<file path="src/rtl/out_display.sv">
// out_display: bus output register with sequential double-dabble BCD conversion and a multiplexed
// active-high 7-segment display (leading-zero blanking, optional sign digit).
module out_display #(
  parameter int WIDTH       = 8,
  parameter int DIGITS      = 4,
  parameter int REFRESH_DIV = 1024
) (
  input  logic              mclk,
  input  logic              i_reset,
  input  logic              mclk_en,
  input  logic              i_load_enable,
  input  logic [WIDTH-1:0]  i_load_data,
  input  logic              i_signed_mode,
  output logic [WIDTH-1:0]  o_data,
  output logic              o_busy,
  output logic [DIGITS-1:0] o_digit_sel,
  output logic [6:0]        o_segments
);
  localparam int BW = 4 * (DIGITS - 1);
  localparam int CW = WIDTH > 1 ? $clog2(WIDTH) : 1;
  localparam int RW = REFRESH_DIV > 1 ? $clog2(REFRESH_DIV) : 1;
  localparam int SW = $clog2(DIGITS);
  localparam logic IDLE = 1'b0;
  localparam logic CONV = 1'b1;

  logic              state;
  logic [CW-1:0]     cnt;
  logic [WIDTH-1:0]  mag;
  logic [BW-1:0]     bcd, bcd_adj, bcd_nxt, disp_bcd;
  logic              sign_c, disp_sign;
  logic [RW-1:0]     ref_cnt;
  logic [SW-1:0]     scan;
  logic [4*DIGITS-1:0] ext;
  logic [3:0]        nib;
  logic              load, neg, wrap, blank, last;
  logic [WIDTH-1:0]  mag_in;

  assign load   = mclk_en & i_load_enable;
  assign neg    = i_signed_mode & i_load_data[WIDTH-1];
  assign mag_in = neg ? -i_load_data : i_load_data;
  assign wrap   = ref_cnt == RW'(REFRESH_DIV - 1);
  assign o_busy = state == CONV;

  for (genvar i = 0; i < DIGITS - 1; i++) begin : g_adj
    assign bcd_adj[4*i +: 4] = bcd[4*i +: 4] >= 4'd5 ? bcd[4*i +: 4] + 4'd3 : bcd[4*i +: 4];
  end
  assign bcd_nxt = {bcd_adj[BW-2:0], mag[WIDTH-1]};

  always_ff @(posedge mclk) begin
    if (i_reset) begin
      state     <= IDLE;
      cnt       <= '0;
      mag       <= '0;
      bcd       <= '0;
      sign_c    <= 1'b0;
      o_data    <= '0;
      disp_bcd  <= '0;
      disp_sign <= 1'b0;
      ref_cnt   <= '0;
      scan      <= '0;
    end else begin
      ref_cnt <= wrap ? '0 : ref_cnt + 1'b1;
      if (wrap) scan <= scan == SW'(DIGITS - 1) ? '0 : scan + 1'b1;
      if (load) begin
        o_data <= i_load_data;
        sign_c <= neg;
        mag    <= mag_in;
        bcd    <= '0;
        cnt    <= '0;
        state  <= CONV;
      end else if (state == CONV) begin
        mag <= {mag[WIDTH-2:0], 1'b0};
        bcd <= bcd_nxt;
        cnt <= cnt + 1'b1;
        if (cnt == CW'(WIDTH - 1)) begin
          state     <= IDLE;
          disp_bcd  <= bcd_nxt;
          disp_sign <= sign_c;
        end
      end
    end
  end

  function automatic logic [6:0] seg7(input logic [3:0] d);
    case (d)
      4'd0: seg7 = 7'h3F;
      4'd1: seg7 = 7'h06;
      4'd2: seg7 = 7'h5B;
      4'd3: seg7 = 7'h4F;
      4'd4: seg7 = 7'h66;
      4'd5: seg7 = 7'h6D;
      4'd6: seg7 = 7'h7D;
      4'd7: seg7 = 7'h07;
      4'd8: seg7 = 7'h7F;
      4'd9: seg7 = 7'h6F;
      default: seg7 = 7'h00;
    endcase
  endfunction

  // A digit is blank when it and every more significant magnitude digit are zero.
  assign ext         = {4'h0, disp_bcd};
  assign nib         = ext[4*scan +: 4];
  assign blank       = scan != '0 && (ext >> (4 * scan)) == '0;
  assign last        = scan == SW'(DIGITS - 1);
  assign o_digit_sel = DIGITS'(1) << scan;
  assign o_segments  = last ? (disp_sign ? 7'h40 : 7'h00) : blank ? 7'h00 : seg7(nib);
endmodule

</file>
<file path="config.mk">
export PLATFORM = sky130hd
export DESIGN_NAME = out_display
export DESIGN_NICKNAME = d
export VERILOG_FILES = /design/src/rtl/out_display.sv
export SDC_FILE = /design/constraint.sdc
export NUM_CORES = 1
export LEC_CHECK = 0
export ABC_CLOCK_PERIOD_IN_PS = 2300
export CAP_MARGIN = 10
export CORE_MARGIN = 1
export CORE_UTILIZATION = 35
export CTS_BUF_LIST = sky130_fd_sc_hd__clkbuf_8 sky130_fd_sc_hd__clkbuf_16
export CTS_CLUSTER_DIAMETER = 50
export DETAILED_ROUTE_END_ITERATION = 12
export HOLD_SLACK_MARGIN = 0.12
export SYNTH_ARGS = -nofsm -noshare
export SYNTH_HDL_FRONTEND = slang
export SYNTH_SLANG_ARGS = --single-unit
export TNS_END_PERCENT = 5
</file>
<file path="constraint.sdc">
create_clock -name mclk -period 2.3 [get_ports mclk]
set_input_delay 0.345 -clock mclk [delete_from_list [all_inputs] [get_ports mclk]]
set_output_delay 0.345 -clock mclk [all_outputs]
set_load 0.005 [all_outputs]
</file>
==> impl_metrics.json <==
{
  "run_status": "complete, but fails checks",
  "violations": "negative setup slack",
  "firstDrtPassIters": 4,
  "hold_buffers": 0,
  "avgSynthCellArea_um2": 8.41,
  "cts_buffer_depth": 2,
  "arrival_ns": 2.08,
  "die_h_um": 95.0,
  "nets": 447,
  "gp_congestion": 0.788,
  "rsz0062_at_grt": "yes",
  "grt_max_degree": 29,
  "powerDensity_nw_per_um2": 568,
  "p_clk_frac": 0.457,
  "max_freq_mhz": 412,
  "die_width_um": 95.0,
  "seqPwrFrac": 0.465,
  "grt_pass1_wl_um": 11500,
  "grt_overflow": 0,
  "wl_per_cell_um": 12.5,
  "num_io_pins": 33,
  "finalCritPeriodShare": 1.06,
  "antenna_found_initial": 0,
  "end_kind": "primary output",
  "io_buffers": 32,
  "final_cell_mix": "57 x dfxtp_1, 50 x nand2_1, 40 x nor2_1, 34 x a21oi_1, 25 x clkdlybuf4s50_1",
  "post-place-ws_ns": -0.238,
  "ys_ff_latch": 58,
  "holdWs_ns": 0.450,
  "fin_ws_ns": -0.128,
  "synth_top_area_cell": "dfxtp_1",
  "switching_power_mw": 0.509,
  "cts_tree": "yes",
  "synthSimpleGateAreaFrac": 0.193,
  "ys_warn_count": 0,
  "finalSetupViolCount": 7,
  "tightestPinTransition_ns": 0.601,
  "insertion_delay_ns": 0.33,
  "cts_sinks": 58,
  "swShare": 0.226,
  "drc": 0,
  "slew_headroom": 0.599,
  "cts.reportedPaths.clkPinSlew_ns": 0.07,
  "total_power_mw": 2.26,
  "grt_use_total": 0.161,
  "dieArea_um2": 9030,
  "initial_utilization": 0.365,
  "p_comb_frac": 0.077,
  "coreArea_um2": 8300,
  "h-tree-depth": 3,
  "clock-root-buffer": "clkbuf_8",
  "synthesis.nets": 392,
  "drv_slew": 0,
  "finalCriticalPeriod_ns": 2.43,
  "rows": 33,
  "wl_um": 6570,
  "dr_total_vias": 2589,
  "irDropWorstVdd_uv": 390,
  "required_ns": 1.96,
  "hpwlAfterDp_um": 4530,
  "dp.cells": 502,
  "cap_viol_max_count": 0,
  "yosys-top-cells-area": "dfxtp_1 38%, ha_1 7.8%, mux2i_1 7.3%",
  "drive_gt1_frac": 0.193,
  "antenna_cells": 0,
  "synth_fa_ha_area_frac": 0.0785,
  "synth_flop_cell": "dfxtp_1",
  "cts-buffers-inserted": 9,
  "grt_pass1_vias": 2516,
  "synthDistinctLibCells": 44,
  "fin_util": 0.479,
  "hold_class": "reg2reg",
  "fin_cells": 525,
  "p_int_mw": 1.75,
  "path_class": "reg2out",
  "path_max_fanout": 7,
  "dpl_cell_area_um2": 3580,
  "startpoint_type": "flop",
  "area_growth_pct": 31.1,
  "hold_viol": 0,
  "syn-instance-count": 360,
  "finClkSkew_ns": 0.00608,
  "finalInstanceArea_um2": 3970,
  "fillers": 814,
  "synth_mux_area_frac": 0.0810,
  "synth_top_family_by_area": "simple AND/OR/NAND/NOR gates",
  "synth_top_area_share": 0.383,
  "ant_nets": 0,
  "synth_edf_count": 0,
  "yosysSeqAreaShare": 0.383,
  "synth_xor_area_frac": 0.0463,
  "async_flop_share": 0,
  "syn_area_um2": 3030,
  "synth-compound-area-share": 0.167,
  "drt_first_iter_violations": 81,
  "finalSetupTns_ns": -0.434,
  "p_leak_nw": 1.59,
  "vias_per_cell": 4.93,
  "layout_commonest_cell": "dfxtp_1"
}
-- worst paths after layout --
path | start | to | slack [ns] | cells after the start
setup / recovery | scan[0] | o_segments[5] | -0.13 | 8
hold / removal | ref_cnt[0] | ref_cnt[0] | 0.45 | 1
setup reg to reg | bcd[1] | disp_bcd[2] | 0.70 | 7
hold reg to reg | ref_cnt[0] | ref_cnt[0] | 0.45 | 1
-- routing by layer --
metal	global-route usage	up-vias	share of wire
met4	0.0720	0	0.014
met3	0.0287	11	0.029
met2	0.270	41	0.47
met1	0.202	1191	0.49
li1	-	1346	-
met5	0	-	0
-- area by class of cell --
| cell class | instances | area, um^2 | area share |
|---|---|---|---|
| inverter | 15 | 56.3 | 0.0142 |
| timing repair buffer | 63 | 594 | 0.150 |
| multi-input combinational | 268 | 1810 | 0.455 |
| clock inverter | 6 | 81.3 | 0.0205 |
| tap | 105 | 131 | 0.0331 |
| clock buffer | 10 | 138 | 0.0346 |
| sequential | 58 | 1160 | 0.293 |
-- cells by family after synthesis --
group | Yosys count
and+or+nand+nor | 132
DFF | 58
adders and majority gates | 19
AOI/OAI and AO/OA | 77
buffers and inverters | 34
muxes | 24
xor gates and xnor gates | 16
-- registers in the layout (all words and copies together), names as in the netlist --
register and cells:
bcd 12, disp_bcd 12, ref_cnt 10, mag 8
o_data 8, cnt 3, scan 2, disp_sign 1
o_busy 1, sign_c 1
-- critical path, stage by stage (launching register included) --
cell	delay [ns]
dfxtp_2	0.35
buf_6	0.11
mux2_4	0.29
a22oi_2	0.21
bufbuf_16	0.31
a31o_4	0.21
buf_4	0.13
a21oi_2	0.03
buf_2	0.12
-- power by group through the flow --
stage | sequential (mW) | combinational, mW | clock (mW)
after floorplan | 1.07 | 0.110 | 0
after global placement | 1.07 | 0.174 | 0
after detailed placement | 1.07 | 0.175 | 0
after CTS | 1.05 | 0.177 | 1.06
after global routing | 1.05 | 0.197 | 1.11
final | 1.05 | 0.175 | 1.03
-- cells in the mapped netlist, drive strengths merged, types with 2 or more instances --
| cell type | n |
|---|---|
| nor3b | 2 |
| clkbuf | 12 |
| nor4 | 3 |
| ha | 19 |
| xnor2 | 8 |
| buf | 7 |
| nand2b | 7 |
| nor3 | 3 |
| or3 | 2 |
| o22ai | 2 |
| nand2 | 51 |
| o21ai | 9 |
| xor2 | 8 |
| nor2 | 40 |
| nand3 | 13 |
| a211oi | 15 |
| and3 | 3 |
| dfxtp | 58 |
| a311oi | 2 |
| a21oi | 39 |
| mux2i | 23 |
| inv | 15 |
| nor2b | 5 |
| a21boi | 2 |
-- what timing repair did --
action / CTS / global route
resized for setup: 53 / 8
setup endpoints to repair: 7 / 7
pin swaps: 14 / 5
buffers inserted: 6 / 0
gates cloned: 1 / 0
No activity file was read; power rests on OpenSTA's default activity.
